===== src/rtl/mesi_pkg.sv =====
// Shared MESI encodings, controller state type and the snoop transition
// used by the per-line state table.
package mesi_pkg;

  localparam logic [1:0] ST_INVALID   = 2'b00;
  localparam logic [1:0] ST_MODIFIED  = 2'b01;
  localparam logic [1:0] ST_SHARED    = 2'b10;
  localparam logic [1:0] ST_EXCLUSIVE = 2'b11;

  localparam logic [1:0] BUS_INVALIDATE = 2'b00;
  localparam logic [1:0] BUS_WRITE_MISS = 2'b01;
  localparam logic [1:0] BUS_READ_MISS  = 2'b10;
  localparam logic [1:0] BUS_NONE       = 2'b11;

  typedef enum logic [1:0] {
    CTRL_IDLE,
    CTRL_EVAL,
    CTRL_BUS,
    CTRL_COMMIT
  } ctrl_state_t;

  typedef struct packed {
    logic [1:0] state;
    logic       wb;
  } snoop_res_t;

  function automatic snoop_res_t snoop_apply(input logic [1:0] state, input logic [1:0] cmd);
    snoop_res_t res;
    res.state = state;
    res.wb    = 1'b0;
    case (cmd)
      BUS_READ_MISS: begin
        if (state == ST_MODIFIED) begin
          res.state = ST_SHARED;
          res.wb    = 1'b1;
        end else if (state == ST_EXCLUSIVE) begin
          res.state = ST_SHARED;
        end
      end
      BUS_WRITE_MISS, BUS_INVALIDATE: begin
        res.state = ST_INVALID;
        res.wb    = (state == ST_MODIFIED);
      end
      default: ;
    endcase
    return res;
  endfunction

endpackage


===== src/rtl/mesi_state_table.sv =====
// LINES x 2-bit MESI state array: one combinational read port, one write
// port, and a snoop port that is applied on top of a same-cycle write.
module mesi_state_table
  import mesi_pkg::*;
#(
  parameter int LINES = 16,
  parameter int IDX_W = 4
) (
  input  logic             clk,
  input  logic             rst,
  input  logic [IDX_W-1:0] rd_line,
  output logic [1:0]       rd_state,
  input  logic             wr_en,
  input  logic [IDX_W-1:0] wr_line,
  input  logic [1:0]       wr_state,
  input  logic             snoop_valid,
  input  logic [1:0]       snoop_cmd,
  input  logic [IDX_W-1:0] snoop_line,
  output logic             wb_valid,
  output logic [IDX_W-1:0] wb_line
);

  logic [1:0] table_reg  [LINES];
  logic [1:0] table_next [LINES];
  logic [1:0] snoop_base;
  snoop_res_t snoop_res;

  assign rd_state = table_reg[rd_line];

  // A snoop landing on a line being committed acts on the committed value.
  assign snoop_base = (wr_en && wr_line == snoop_line) ? wr_state : table_reg[snoop_line];
  assign snoop_res  = snoop_apply(snoop_base, snoop_cmd);

  assign wb_valid = snoop_valid & snoop_res.wb;
  assign wb_line  = wb_valid ? snoop_line : '0;

  for (genvar gi = 0; gi < LINES; gi++) begin : g_entry
    assign table_next[gi] =
      (snoop_valid && snoop_line == IDX_W'(gi)) ? snoop_res.state :
      (wr_en && wr_line == IDX_W'(gi))          ? wr_state        :
                                                  table_reg[gi];
  end

  always_ff @(posedge clk or posedge rst) begin
    if (rst) begin
      for (int i = 0; i < LINES; i++) table_reg[i] <= ST_INVALID;
    end else begin
      for (int i = 0; i < LINES; i++) table_reg[i] <= table_next[i];
    end
  end

endmodule


===== src/rtl/mesi_line_ctrl.sv =====
// Sequential MESI line controller: looks up line state, drives the external
// combinational FSM_MESI, runs the bus handshake and commits the result.
module mesi_line_ctrl
  import mesi_pkg::*;
#(
  parameter int LINES = 16,
  parameter int IDX_W = 4
) (
  input  logic             clk,
  input  logic             rst,
  input  logic             cpu_req_valid,
  output logic             cpu_req_ready,
  input  logic             cpu_req_write,
  input  logic [IDX_W-1:0] cpu_req_line,
  output logic             cpu_resp_valid,
  output logic [1:0]       cpu_resp_state,
  output logic [1:0]       fsm_state_in,
  output logic             fsm_write_hit,
  output logic             fsm_read_hit,
  output logic             fsm_write_miss,
  output logic             fsm_read_miss,
  input  logic [1:0]       fsm_state_next,
  input  logic [1:0]       fsm_bus_next,
  output logic             bus_req_valid,
  input  logic             bus_req_ready,
  output logic [1:0]       bus_req_cmd,
  output logic [IDX_W-1:0] bus_req_line,
  input  logic             snoop_valid,
  input  logic [1:0]       snoop_cmd,
  input  logic [IDX_W-1:0] snoop_line,
  output logic             wb_valid,
  output logic [IDX_W-1:0] wb_line
);

  ctrl_state_t      state_reg, state_next;
  logic             write_reg, write_next;
  logic [IDX_W-1:0] line_reg, line_next;
  logic [1:0]       st_reg, st_next;
  logic [1:0]       ns_reg, ns_next;
  logic [1:0]       cmd_reg, cmd_next;
  logic             retry_reg, retry_next;

  logic [IDX_W-1:0] lookup_line;
  logic [1:0]       rd_state;
  logic [1:0]       lookup_state;
  snoop_res_t       lookup_res;
  logic             snoop_live;
  logic             inflight_snoop;
  logic             hit;
  logic             need_bus;
  logic             tbl_wr_en;

  mesi_state_table #(
    .LINES(LINES),
    .IDX_W(IDX_W)
  ) u_table (
    .clk        (clk),
    .rst        (rst),
    .rd_line    (lookup_line),
    .rd_state   (rd_state),
    .wr_en      (tbl_wr_en),
    .wr_line    (line_reg),
    .wr_state   (ns_reg),
    .snoop_valid(snoop_valid),
    .snoop_cmd  (snoop_cmd),
    .snoop_line (snoop_line),
    .wb_valid   (wb_valid),
    .wb_line    (wb_line)
  );

  // Lookups forward a same-cycle snoop so the latched state is never stale.
  assign lookup_line    = (state_reg == CTRL_IDLE) ? cpu_req_line : line_reg;
  assign snoop_live     = snoop_valid && (snoop_cmd != BUS_NONE);
  assign lookup_res     = snoop_apply(rd_state, snoop_cmd);
  assign lookup_state   = (snoop_live && snoop_line == lookup_line) ? lookup_res.state : rd_state;
  assign inflight_snoop = snoop_live && (snoop_line == line_reg);

  assign hit      = (st_reg != ST_INVALID);
  assign need_bus = !hit || (write_reg && st_reg == ST_SHARED);

  always_ff @(posedge clk or posedge rst) begin
    if (rst) begin
      state_reg <= CTRL_IDLE;
      write_reg <= 1'b0;
      line_reg  <= '0;
      st_reg    <= ST_INVALID;
      ns_reg    <= ST_INVALID;
      cmd_reg   <= BUS_NONE;
      retry_reg <= 1'b0;
    end else begin
      state_reg <= state_next;
      write_reg <= write_next;
      line_reg  <= line_next;
      st_reg    <= st_next;
      ns_reg    <= ns_next;
      cmd_reg   <= cmd_next;
      retry_reg <= retry_next;
    end
  end

  always_comb begin
    state_next     = state_reg;
    write_next     = write_reg;
    line_next      = line_reg;
    st_next        = st_reg;
    ns_next        = ns_reg;
    cmd_next       = cmd_reg;
    retry_next     = retry_reg;
    tbl_wr_en      = 1'b0;
    cpu_req_ready  = 1'b0;
    cpu_resp_valid = 1'b0;
    cpu_resp_state = ST_INVALID;
    fsm_state_in   = ST_INVALID;
    fsm_write_hit  = 1'b0;
    fsm_read_hit   = 1'b0;
    fsm_write_miss = 1'b0;
    fsm_read_miss  = 1'b0;
    bus_req_valid  = 1'b0;
    bus_req_cmd    = 2'b00;
    bus_req_line   = '0;

    case (state_reg)
      CTRL_IDLE: begin
        cpu_req_ready = !rst;
        if (cpu_req_valid) begin
          write_next = cpu_req_write;
          line_next  = cpu_req_line;
          st_next    = lookup_state;
          retry_next = 1'b0;
          state_next = CTRL_EVAL;
        end
      end
      CTRL_EVAL: begin
        fsm_state_in   = st_reg;
        fsm_write_hit  = write_reg && hit;
        fsm_read_hit   = !write_reg && hit;
        fsm_write_miss = write_reg && !hit;
        fsm_read_miss  = !write_reg && !hit;
        ns_next        = fsm_state_next;
        cmd_next       = fsm_bus_next;
        if (inflight_snoop) begin
          st_next    = lookup_state;
          retry_next = 1'b0;
          state_next = CTRL_EVAL;
        end else if (need_bus) begin
          state_next = CTRL_BUS;
        end else begin
          state_next = CTRL_COMMIT;
        end
      end
      CTRL_BUS: begin
        bus_req_valid = 1'b1;
        bus_req_cmd   = cmd_reg;
        bus_req_line  = line_reg;
        if (inflight_snoop) retry_next = 1'b1;
        // The request is already on the bus, so a retry waits for the grant.
        if (bus_req_ready) begin
          if (retry_reg || inflight_snoop) begin
            st_next    = lookup_state;
            retry_next = 1'b0;
            state_next = CTRL_EVAL;
          end else begin
            state_next = CTRL_COMMIT;
          end
        end
      end
      CTRL_COMMIT: begin
        tbl_wr_en      = 1'b1;
        cpu_resp_valid = 1'b1;
        cpu_resp_state = ns_reg;
        state_next     = CTRL_IDLE;
      end
      default: state_next = CTRL_IDLE;
    endcase
  end

endmodule


===== config.mk =====
export PLATFORM = sky130hd
export DESIGN_NAME = mesi_line_ctrl
export DESIGN_NICKNAME = d
export VERILOG_FILES = /design/src/rtl/mesi_pkg.sv /design/src/rtl/mesi_state_table.sv /design/src/rtl/mesi_line_ctrl.sv
export SDC_FILE = /design/constraint.sdc
export NUM_CORES = 1
export LEC_CHECK = 0
export CORE_MARGIN = 5
export CORE_UTILIZATION = 30
export CTS_CLUSTER_SIZE = 28
export DETAILED_ROUTE_END_ITERATION = 6
export SLEW_MARGIN = 20
export SYNTH_ARGS = -nofsm -noshare
export SYNTH_HDL_FRONTEND = slang
export SYNTH_SLANG_ARGS = --single-unit

===== constraint.sdc =====
create_clock -name clk -period 3.2 [get_ports clk]
set_clock_uncertainty 0.1 [all_clocks]
set_input_delay 0.64 -clock clk [delete_from_list [all_inputs] [get_ports clk]]
set_output_delay 0.64 -clock clk [all_outputs]
set_load 0.01 [all_outputs]

After elaboration in Yosys (flattened, before gate mapping)
Cells that the tools add are included.

cells by class
  $lt $le $gt $ge = 2
  eq/ne operators = 48
  multiplexer cells = 78
  bitwise gates (word level) = 3
  reduce and logical (&&, ||, !) cells = 73

operators by type and width
  operator              number
  $mux W2               53
  $eq A4 B4 Y1 const B  16
  $logic_and A1 B1 Y1   41
  $reduce_bool A2 Y1    17
  $eq A4 B3 Y1 const B  8
  $bmux W2 S4           2
  $eq A4 B2 Y1 const B  4
  $mux W1               15
  $eq A2 B2 Y1 const B  6
  $eq A4 B4 Y1          3
  $mux W4               3
  $pmux W3 S2           2
  $ge A5 B5 Y1 const B  2
  $ne A2 B2 Y1 const B  5
  $not A4 Y5            2
  $eq A2 B1 Y1 const B  4
  $eq A4 B1 Y1 const B  2
  $logic_not A4 Y1      2
  $pmux W2 S4           1
  $pmux W2 S3           1
  $reduce_and A5 Y1     1
  $logic_not A2 Y1      2
  $reduce_and A2 Y1     2
  $logic_not A1 Y1      3
  other kinds (6)       7

storage, ports and cells
  register bits after elaboration = 46
  input bits = 20
  output and inout port bits = 22
  word-level logic and storage cells = 227

Depth between registers and ports, before layout
Gate-level depths: netlist of run 1.

  word-level depth = 14
  gate-level depth with buffers = 9
  gate-level depth less buffers = 7

By module
From an unflattened synthesis of run 1, not the netlist that was laid out.

unflattened totals
  cells, all modules = 361
  area total of the unflattened synthesis = 3,438.3 µm²

modules (own cells, without submodules)
  module            instances  cells each  area each (µm²)  sequential area each (µm²)
  mesi_state_table  1          253         2,504.9          800.8
  mesi_line_ctrl    1          108         933.4            352.8

Least setup slack after synthesis of run 1
No wires, ideal clock.

  path type = input to output
  start = input port snoop_line[0]
  end = output port wb_line[0]
  arrival = 2.257 ns
  data required time = 2.460 ns
  path slack = 0.203 ns
  stages = 7
  buffers on the path = 1
  cells stage by stage = buf_4 -> mux4_2 -> a22oi_1 -> and3_1 -> nand3_1 -> a21oi_1 -> and2_1

between the ends
  word-level cells in the longest chain between the ends = 10
  elaborated cells on any way between the ends = 12
  those cells by class = eq/ne: 2; mux: 7; bitwise: 2; reduce/logical: 1

RTL lines
  item                                         line                            source
  from (decl)                                  mesi_line_ctrl.sv:30            input logic [IDX_W-1:0] snoop_line,
  $not A4 Y5 (implied by the code)             mesi_state_table.sv:31          assign snoop_base = (wr_en && wr_line == snoop_line) ? wr_state : table_reg[snoop_line];
  $bmux W2 S4                                  mesi_state_table.sv:31
  $mux W2 (implied by the code) (2 in series)  mesi_state_table.sv:31
  $mux W2 *                                    mesi_state_table.sv:31
  $eq A2 B1 Y1 *                               mesi_pkg.sv:33, mesi_pkg.sv:42
  $mux W1                                      mesi_pkg.sv:33                  if (state == ST_MODIFIED) begin
  $pmux W3 S2 *                                mesi_pkg.sv:31                  case (cmd)
  $and A1 B1 Y1 *                              mesi_state_table.sv:34          assign wb_valid = snoop_valid & snoop_res.wb;
  named net wb_valid                           mesi_line_ctrl.sv:31            output logic wb_valid,
  $mux W4 *                                    mesi_state_table.sv:35          assign wb_line = wb_valid ? snoop_line : '0;
  to (decl)                                    mesi_line_ctrl.sv:32            output logic [IDX_W-1:0] wb_line

The timed path passes the listed nets; every way through them passes the cells marked *. The select of a mux whose other input is x is not followed.

Worst setup path in the final report of run 1
  start = input port snoop_line[0]
  end = output port wb_line[2]

between the ends
  word-level cells in the longest chain between the ends = 10
  elaborated cells on any way between the ends = 12
  those cells by class = eq/ne: 2; mux: 7; bitwise: 2; reduce/logical: 1

RTL lines
  item                                         line
  $not A4 Y5 (implied by the code)             mesi_state_table.sv:31
  $bmux W2 S4                                  mesi_state_table.sv:31
  $mux W2 (implied by the code) (2 in series)  mesi_state_table.sv:31
  $mux W2 *                                    mesi_state_table.sv:31
  $eq A2 B1 Y1 *                               mesi_pkg.sv:33, mesi_pkg.sv:42
  $mux W1                                      mesi_pkg.sv:33
  $pmux W3 S2 *                                mesi_pkg.sv:31
  $and A1 B1 Y1 *                              mesi_state_table.sv:34
  $mux W4 *                                    mesi_state_table.sv:35

Mark *: on every way between the ends. The rest lies on a longest branch, timed or not. The select of a mux whose other input is x is not followed.

==> results of run 1 <==
## how the worst max path moves through the flow
stage	slack (ns)	cells past startpoint	end
floorplan	0.20	7	wb_line[0]
global placement	-0.79	8	wb_line[0]
detailed placement	-0.89	8	wb_line[2]
CTS	0.003	8	wb_line[1]
global route	0.03	5	fsm_write_miss
finish	0.13	8	wb_line[2]
## what timing repair did
item                       in CTS  in global routing
setup buffers                   1                  0
pin swaps                       2                  1
setup endpoints to repair       5                  5
hold endpoints to repair        0                  0
gates resized for setup        20                 12
## metal layers
layer | wire [µm] | global-route usage
met2 | 5059 | 0.2711
met5 | 0 | 0
met3 | 776 | 0.02879
met4 | 263 | 0.04587
met1 | 4531 | 0.2163
## power by group through the flow
stage | Clock [W] | Sequential [W] | Combinational (W)
floorplan | 0 | 0.000984 | 0.00148
global placement | 0 | 0.00111 | 0.00209
detailed placement | 0 | 0.00110 | 0.00212
CTS | 0.000618 | 0.00110 | 0.00214
global route | 0.000641 | 0.00113 | 0.00237
finish | 0.000609 | 0.00111 | 0.00215
## worst max-delay path, stage by stage
cell and delay, ns:
clkbuf_4 0.16, mux4_2 0.52, a22oi_2 0.21, and3_4 0.21, nand3_1 0.09, a21oi_2 0.21, and2_1 0.16, clkbuf_2 0.13
## cell families after synthesis
| family | Yosys count | share of synthesized area |
|---|---|---|
| AOI/OAI and AO/OA | 62 | 0.1265 |
| xor gates and xnor gates | 7 | 0.01781 |
| buffers and inverters | 33 | 0.04726 |
| DFF | 46 | 0.3352 |
| muxes | 66 | 0.2323 |
| and+or+nand+nor | 163 | 0.2410 |
## layout by cell type, fill, tap and decap left out, types with 3 or more instances in the layout
master           instances
buf_4                   26
and3_1                  12
a21oi_1                 10
nor2b_1                 12
dfrtp_1                 44
nor3b_1                  3
mux4_2                   9
nand3_1                 11
clkdlybuf4s50_1         32
and2_1                  15
nor2_1                  28
nand2b_1                 7
clkbuf_16                5
nor3_1                   5
a211oi_1                 8
buf_12                   3
inv_1                    7
mux2i_1                 36
nor4_1                   3
nand2_1                 52
xnor2_1                  5
mux2_2                  21
o21ai_0                 16
clkbuf_2                 5
a2111oi_0                4
## final cells by class
type / count / area [µm²]
tap: 143 / 178.9
inverter: 8 / 30.03
clock buffer: 5 / 125.1
clock inverter: 3 / 45.04
sequential: 46 / 1154
fill: 1144 / 6977
multi-input combinational: 298 / 2152
timing repair buffer: 72 / 659.4
## metrics by stage
step | std cells | setup TNS (ns) | total power (W)
floorplan | 377 | 0 | 0.002460
global placement | 566 | -6.495 | 0.003198
detailed placement | 566 | -9.212 | 0.003225
CTS | 575 | 0 | 0.003857
global route | 575 | 0 | 0.004141
finish | 575 | 0 | 0.003867
==> flow_metrics.env, run 1 <==
export IMPL_status="completed"
export IMPL_port_buffers=41
export IMPL_wire_per_inst_um=18.49
export IMPL_synthCells=377
export IMPL_num_vias=3109
export IMPL_drv_slew=0
export IMPL_timing_max_cap_violations=0
export IMPL_hold_buffers=0
export IMPL_switchingPower_w=0.001627
export IMPL_grtUsageTotal=0.1623
export IMPL_slew_limit_headroom=0.4046
export IMPL_core_um2=11320
export IMPL_cts_made_buffers=5
export IMPL_netlist_area_um2=3442
export IMPL_insertion_delay_ns=0.29
export IMPL_grt_max_degree=25
export IMPL_period_share=0.9580
export IMPL_placed_area_um2=4161
export IMPL_start_kind="input pin"
export IMPL_die_w_um=117.1
export IMPL_path_clk_slew_ns=0.07
export IMPL_h_tree_depth=2
export IMPL_holdWs_ns=0.3617
export IMPL_ant_nets=0
export IMPL_min_to="cmd_reg[1]$_DFFE_PP1P_"
export IMPL_r2r_end="st_reg[1]$_DFFE_PP0P_"
export IMPL_drc_errors=0
export IMPL_synth_edf_count=0
export IMPL_p_int_w=0.002240
export IMPL_cp_required_ns=2.46
export IMPL_initial_core_util=0.3040
export IMPL_hpwl_mm=8.196
export IMPL_synth_seq_area_share=0.3352
export IMPL_min_path_type="reg2reg"
export IMPL_worst_slack_ns=0.1344
export IMPL_area_growth_syn_to_layout_pct=26.21
export IMPL_avgSynthCellArea_um2=9.130
export IMPL_setup_worst_path_end_class="output port"
export IMPL_cts_tree="done"
export IMPL_worstHoldPathCells=2
export IMPL_syn_num_nets=397
export IMPL_synth_top_cell_by_area="dfrtp_1"
export IMPL_synthArstFlopShare=1.000
export IMPL_layout_drive_gt1_share=0.2130
export IMPL_dr_pass1_iters=5
export IMPL_path_class="in2out"
export IMPL_io_pins=42
export IMPL_grt_setup_unrepaired="false"
export IMPL_die_area_um2=13720
export IMPL_reg2regPathDepth=7
export IMPL_grt_first_pass_wirelength_mm=17.23
export IMPL_fmaxAchievable_mhz=326.2
export IMPL_ir_drop_mv=0.5783
export IMPL_drt_iter0_markers=244
export IMPL_startpoint="snoop_line[0]"
export IMPL_grt_antenna_before_repair=0
export IMPL_drt_wl_total_mm=10.63
export IMPL_fin_area_um2=4344
export IMPL_synth_top_area_share=0.3199
export IMPL_yosys_top_cells_count="52 x nand2_1, 44 x dfrtp_1, 36 x mux2i_1"
export IMPL_crit_path_max_fanout=5
export IMPL_hold_viol_final=0
export IMPL_finalCriticalPeriod_ns=3.066
export IMPL_cts_root_buf="clkbuf_16"
export IMPL_tightest_slew_ns=0.8876
export IMPL_synth_top_flop_cell="dfrtp_1"
export IMPL_reg2reg_slack_ns=0.50
export IMPL_power_density_nw_per_um2=890.1
export IMPL_yosys_register_bits=46
export IMPL_min_from="cmd_reg[1]$_DFFE_PP1P_"
export IMPL_postLayoutCoreUtil=0.3837
export IMPL_switching_share=0.4208
export IMPL_nets=451
export IMPL_gp_congestion=0.9335
export IMPL_p_clk_frac=0.157
export IMPL_grt_pass1_vias=3122
export IMPL_ys_warn_count=0
export IMPL_pre_cts_ws_ns=-0.8876
export IMPL_clockBufferDepth=2
export IMPL_grt_ovfl_total=0
export IMPL_rows=39
export IMPL_yosysMostFrequentCell="nand2_1"
export IMPL_synth_cell_types=51
export IMPL_seq_power_share=0.287
export IMPL_synth_area_leaders="dfrtp_1 32%, mux2i_1 10%, mux2_2 6.9%, mux4_2 5.9%, nand2_1 5.7%"
export IMPL_power_frac_comb=0.556
export IMPL_die_h_um=117.1
export IMPL_leakagePower_nw=1.821
export IMPL_cp_arrival_ns=2.33
export IMPL_clock_sinks=46
export IMPL_largest_reg_flops=32
export IMPL_r2r_start="state_reg[0]$_DFFE_PP0P_"
export IMPL_finalSetupViolCount=0
export IMPL_avgViaCountPerCell=5.407
export IMPL_antenna_cells=0
No activity file was read; power rests on OpenSTA's default activity.
==> inputs of run 2 (changes only) <==
--- a/config.mk
+++ b/config.mk
@@ -6,9 +6,11 @@
 export NUM_CORES = 1
 export LEC_CHECK = 0
 export CORE_MARGIN = 5
-export CORE_UTILIZATION = 30
+export CORE_UTILIZATION = 57
 export CTS_CLUSTER_SIZE = 28
 export DETAILED_ROUTE_END_ITERATION = 6
+export HOLD_SLACK_MARGIN = 0.12
+export PLACE_DENSITY = 0.81
 export SLEW_MARGIN = 20
 export SYNTH_ARGS = -nofsm -noshare
 export SYNTH_HDL_FRONTEND = slang
==> run 2 against run 1 <==
  * Register-to-register slack improved by 0.05 ns
  * Cell count is 11% lower
  * Worst hold slack better by 0.013 ns
  * First-iteration DRC count increased by 4.5%
  * Combinational power is 2% higher
  * Total power decreased by 2.8%
  * Sequential cell count stayed put
  * Global-route usage increased by 12 points
  * Sequential share of layout area grew 0.63 points
==> flow_metrics.env, run 2 (synthesis results as in run 1) <==
export IMPL_status="completed"
export IMPL_grt_setup_unrepaired="false"
export IMPL_fill_cells=444
export IMPL_insertion_delay_ns=0.30
export IMPL_path_class="in2out"
export IMPL_finalCriticalPeriod_ns=3.119
export IMPL_ff_latch_area_um2=1154
export IMPL_final_cell_mix="52 x nand2_1, 44 x dfrtp_1, 36 x mux2i_1"
export IMPL_nets=459
export IMPL_multiInputGateArea_um2=2147
export IMPL_antenna_cells=0
export IMPL_drt_iter0_markers=255
export IMPL_largest_reg_flops=32
export IMPL_wire_per_inst_um=20.12
export IMPL_layout_commonest_cell="nand2_1"
export IMPL_leakagePower_nw=1.839
export IMPL_p_int_w=0.002137
export IMPL_crit_path_max_fanout=4
export IMPL_grt_pass1_vias=3288
export IMPL_drt_wl_total_mm=10.34
export IMPL_ant_nets=0
export IMPL_rows=28
export IMPL_pre_cts_ws_ns=-0.7741
export IMPL_switchingPower_w=0.001623
export IMPL_h_tree_depth=2
export IMPL_path_clk_slew_ns=0.09
export IMPL_die_area_um2=7693
export IMPL_hold_viol_final=0
export IMPL_p_clk_frac=0.121
export IMPL_port_buffers=41
export IMPL_die_h_um=87.71
export IMPL_cts_root_buf="clkbuf_8"
export IMPL_start_kind="input pin"
export IMPL_slew_limit_headroom=0.5487
export IMPL_fmaxAchievable_mhz=320.6
export IMPL_finalPower_w=0.003760
export IMPL_io_pins=42
export IMPL_min_path_type="reg2reg"
export IMPL_power_density_nw_per_um2=886.1
export IMPL_switching_share=0.4316
export IMPL_seq_power_share=0.294
export IMPL_drc_errors=0
export IMPL_area_growth_syn_to_layout_pct=23.26
export IMPL_hpwl_mm=7.745
export IMPL_initial_core_util=0.5848
export IMPL_grtUsageTotal=0.2854
export IMPL_timing_max_cap_violations=0
export IMPL_num_vias=3246
export IMPL_worst_slack_ns=0.08094
export IMPL_die_w_um=87.71
export IMPL_grt_first_pass_wirelength_mm=16.80
export IMPL_holdWs_ns=0.3744
export IMPL_avgViaCountPerCell=6.315
export IMPL_cts_tree="done"
export IMPL_reg2reg_slack_ns=0.55
export IMPL_ir_drop_mv=0.5133
export IMPL_cts_made_buffers=5
export IMPL_drv_slew=0
export IMPL_cp_arrival_ns=2.38
export IMPL_grt_ovfl_total=0
export IMPL_period_share=0.9747
export IMPL_power_frac_comb=0.586
export IMPL_clock_sinks=46
export IMPL_grt_antenna_before_repair=0
export IMPL_gp_congestion=0.9666
export IMPL_core_um2=5886
export IMPL_postLayoutCoreUtil=0.7209
export IMPL_tightest_slew_ns=0.6599
export IMPL_dr_pass1_iters=5
export IMPL_clockBufferDepth=2
export IMPL_setup_tns_final_ns=0
export IMPL_finalSetupViolCount=0
export IMPL_layout_drive_gt1_share=0.2210
export IMPL_setup_worst_path_end_class="output port"
export IMPL_grt_max_degree=47
export IMPL_cp_required_ns=2.46
[run 2: worst paths after layout]
kind                                           from                                to  depth (start not counted)
min reg2reg                  cmd_reg[1]$_DFFE_PP1P_            cmd_reg[1]$_DFFE_PP1P_                          2
max in group asynchronous                       rst  u_table.table_reg[0]$_DFFE_PP0P_                          3
max reg2reg                state_reg[0]$_DFFE_PP0P_             st_reg[1]$_DFFE_PP0P_                          7
min                          cmd_reg[1]$_DFFE_PP1P_            cmd_reg[1]$_DFFE_PP1P_                          2
min in group asynchronous                       rst           line_reg[1]$_DFFE_PP0P_                          3
max                                   snoop_line[0]                        wb_line[0]                          9
[run 2: through the flow]
step	std cells	area, µm²
detailed placement	505	4116
global placement	505	4116
floorplan	377	3442
finish	514	4243
CTS	513	4253
global route	514	4243
[run 2: power groups by stage]
stage          sequential [W]  clock, W  combinational (W)
4_1_cts               0.00108  0.000460            0.00218
5_1_grt               0.00112  0.000493            0.00239
3_3_place_gp          0.00109         0            0.00211
2_1_floorplan        0.000984         0            0.00148
3_5_place_dp          0.00109         0            0.00215
6_report              0.00110  0.000453            0.00220
[run 2: critical path, stage by stage]
cell and delay (ns):
clkbuf_4 0.15, mux4_2 0.50, a22oi_1 0.20, and3_1 0.21
nand3_1 0.11, a21oi_2 0.19, buf_4 0.14, and2_1 0.11
clkbuf_2 0.13
[run 2: timing repair]
| action | in CTS | in global routing |
|---|---|---|
| buffers inserted | 1 | 1 |
| pin swaps | 2 | 2 |
| setup endpoints to repair | 5 | 4 |
| resized for setup | 20 | 12 |
| hold buffers | 0 | 0 |
[run 2: cell type report]
class                      count  share of cell area
multi-input combinational    298              0.5060
tap                           75             0.02212
timing repair buffer          80              0.1663
clock buffer                   6             0.01946
sequential                    46              0.2719
inverter                       8            0.007078
clock inverter                 1            0.007078
[run 2: metal layers]
metal  GRT usage  wire [µm]  part of all wire
met1      0.3628       4253              0.41
met2      0.4747       4961              0.48
met3     0.04798        703             0.068
met4      0.1325        421             0.041
met5           0          0                 0
==> inputs of run 3 (changes only) <==
==> constraint.sdc (replaced) <==
create_clock -name clk -period 3.2 [get_ports clk]
set_clock_uncertainty 0.1 [all_clocks]
set_input_delay 0.32 -clock clk [delete_from_list [all_inputs] [get_ports clk]]
set_output_delay 0.32 -clock clk [all_outputs]
set_load 0.05 [all_outputs]
==> run 3 against run 2 <==
  * Sequential share of layout area is 0.83 points higher
  * Combinational power barely moved
  * Sequential cell count is the same
  * Clock power fell by 3%
  * Total power grew 1.6%
  * Register-to-register slack worse by 0.14 ns
  * Cell area decreased by 2.9%
  * Worst hold slack worse by 0.067 ns
  * Global-route usage is 2.2 points lower
  * Critical path depth fell by 1
  * Routed wire length down 7.6%
  * First-iteration DRC count is 3.9% lower
  * Critical path type unchanged
==> flow_metrics.env, run 3 (synthesis results as in run 1) <==
export IMPL_status="completed"
export IMPL_p_clk_frac=0.116
export IMPL_fmaxAchievable_mhz=334.0
export IMPL_clockBufferDepth=2
export IMPL_dr_pass1_iters=4
export IMPL_core_um2=5886
export IMPL_antenna_cells=0
export IMPL_period_share=0.9355
export IMPL_largest_reg_flops=32
export IMPL_drt_iter0_markers=245
export IMPL_path_class="in2out"
export IMPL_nets=435
export IMPL_start_kind="input pin"
export IMPL_num_vias=3057
export IMPL_final_cell_mix="52 x nand2_1, 44 x dfrtp_1, 36 x mux2i_1"
export IMPL_cpMaxStageDelayCell="clkdlybuf4s50_1"
export IMPL_hpwl_mm=7.210
export IMPL_layout_drive_gt1_share=0.1659
export IMPL_grt_first_pass_wirelength_mm=15.61
export IMPL_tightest_slew_ns=0.7932
export IMPL_setup_tns_final_ns=0
export IMPL_cts_made_buffers=5
export IMPL_drc_errors=0
export IMPL_power_density_nw_per_um2=927.2
export IMPL_grt_pass1_vias=3135
export IMPL_drt_wl_total_mm=9.550
export IMPL_p_int_w=0.002039
export IMPL_finalSetupViolCount=0
export IMPL_cp_common_cell="nand3_1"
export IMPL_initial_core_util=0.5848
export IMPL_grt_max_degree=26
export IMPL_port_buffers=41
export IMPL_hold_viol_final=0
export IMPL_h_tree_depth=2
export IMPL_placed_area_um2=4005
export IMPL_cp_required_ns=2.78
export IMPL_crit_path_max_fanout=9
export IMPL_cp_arrival_ns=2.57
export IMPL_area_growth_syn_to_layout_pct=19.63
export IMPL_slew_limit_headroom=0.4680
export IMPL_grt_ovfl_total=0
export IMPL_io_pins=42
export IMPL_cts_root_buf="clkbuf_8"
export IMPL_fin_area_um2=4118
export IMPL_cts_setup_buffers=0
export IMPL_switching_share=0.4658
export IMPL_die_h_um=87.71
export IMPL_setup_worst_path_end_class="output port"
export IMPL_finalPower_w=0.003818
export IMPL_grt_setup_unrepaired="false"
export IMPL_leakagePower_nw=1.726
export IMPL_insertion_delay_ns=0.30
export IMPL_seq_power_share=0.309
export IMPL_timing_max_cap_violations=0
export IMPL_ant_nets=0
export IMPL_die_area_um2=7693
export IMPL_cp_num_buf_inv=2
export IMPL_switchingPower_w=0.001779
export IMPL_rows=28
export IMPL_finalCriticalPeriod_ns=2.994
export IMPL_slowest_delay_ns=0.75
export IMPL_crit_family="buffers and inverters"
export IMPL_cts_tree="done"
export IMPL_gp_congestion=0.9612
export IMPL_wire_per_inst_um=19.45
export IMPL_grt_antenna_before_repair=0
export IMPL_avgViaCountPerCell=6.226
export IMPL_layout_commonest_cell="nand2_1"
export IMPL_power_frac_comb=0.575
export IMPL_grtUsageTotal=0.2634
export IMPL_drv_slew=0
export IMPL_min_path_type="in2async"
export IMPL_path_clk_slew_ns=0.09
export IMPL_cp_cell_sequence="clkdlybuf4s50_1 -> mux4_2 -> nand3_1 -> and3_1 -> nand3_1 -> a21oi_2 -> and2_1 -> buf_12"
export IMPL_clock_sinks=46
export IMPL_ir_drop_mv=0.5406
export IMPL_die_w_um=87.71
## run 3: changes by cell type in the layout (fill, tap and decap cells not counted), moves of 2 or more
cell             delta
buf_12              +5
buf_4              -22
clkbuf_2            -4
clkdlybuf4s50_1     +3
buf_6               -2
dlygate4sd2_1       -2
## run 3: worst paths after layout
kind / from / to / slack [ns] / cells past startpoint
hold reg to reg: cmd_reg[1]$_DFFE_PP1P_ / cmd_reg[1]$_DFFE_PP1P_ / 0.37 / 2
setup / recovery: snoop_line[1] / wb_line[0] / 0.21 / 8
hold / removal: rst / st_reg[0]$_DFFE_PP0P_ / 0.31 / 2
max in group asynchronous: rst / u_table.table_reg[6]$_DFFE_PP0P_ / 1.93 / 3
setup reg to reg: state_reg[0]$_DFFE_PP0P_ / st_reg[1]$_DFFE_PP0P_ / 0.41 / 6
min in group clk: cmd_reg[1]$_DFFE_PP1P_ / cmd_reg[1]$_DFFE_PP1P_ / 0.37 / 2
## run 3: area by class of cell
| type | instances | area (µm²) |
|---|---|---|
| inverter | 8 | 30.03 |
| clock buffer | 6 | 72.57 |
| sequential | 46 | 1154 |
| fill | 468 | 1768 |
| timing repair buffer | 56 | 600.6 |
| tap | 75 | 93.84 |
| multi-input combinational | 298 | 2130 |
| clock inverter | 2 | 37.54 |
## run 3: through the flow
step | setup slack, ns | instances | hold WS (ns) | utilization
4_1_cts | 0.05564 | 491 | 0.3211 | 0.6992
5_1_grt | 0.06863 | 491 | 0.3539 | 0.6996
2_1_floorplan | 0.3101 | 377 | 0.3030 | -
3_5_place_dp | 0.07944 | 483 | 0.3591 | 0.6805
3_3_place_gp | 0.1271 | 483 | 0.3451 | 0.6805
6_report | 0.2063 | 491 | 0.3078 | 0.6996
## run 3: power by group through the flow
stage          Sequential [W]  Clock, W  Combinational, W
6_report              0.00118  0.000441           0.00220
5_1_grt               0.00121  0.000469           0.00239
4_1_cts               0.00116  0.000448           0.00219
3_5_place_dp          0.00117         0           0.00218
3_3_place_gp          0.00116         0           0.00215
2_1_floorplan        0.000984         0           0.00171
## run 3: routing by layer
metal	vias up	GRT usage	wire length, µm
li1	1420	-	-
met1	1476	0.3383	3899
met2	138	0.4466	4647
met3	23	0.04421	770
met4	0	0.09763	233
met5	-	0	0
## run 3: timing repair
item                       CTS  global route
hold buffers                 0             0
setup endpoints to repair    0             4
resized for setup            0             1
## run 3: worst reg2reg max path, cell delays in order (launching register included)
cell	delay [ns]
dfrtp_1	0.57
nor2_1	0.46
mux2_2	0.45
a2111oi_0	0.46
nor4_1	0.12
o31a_1	0.28
a32o_1	0.25
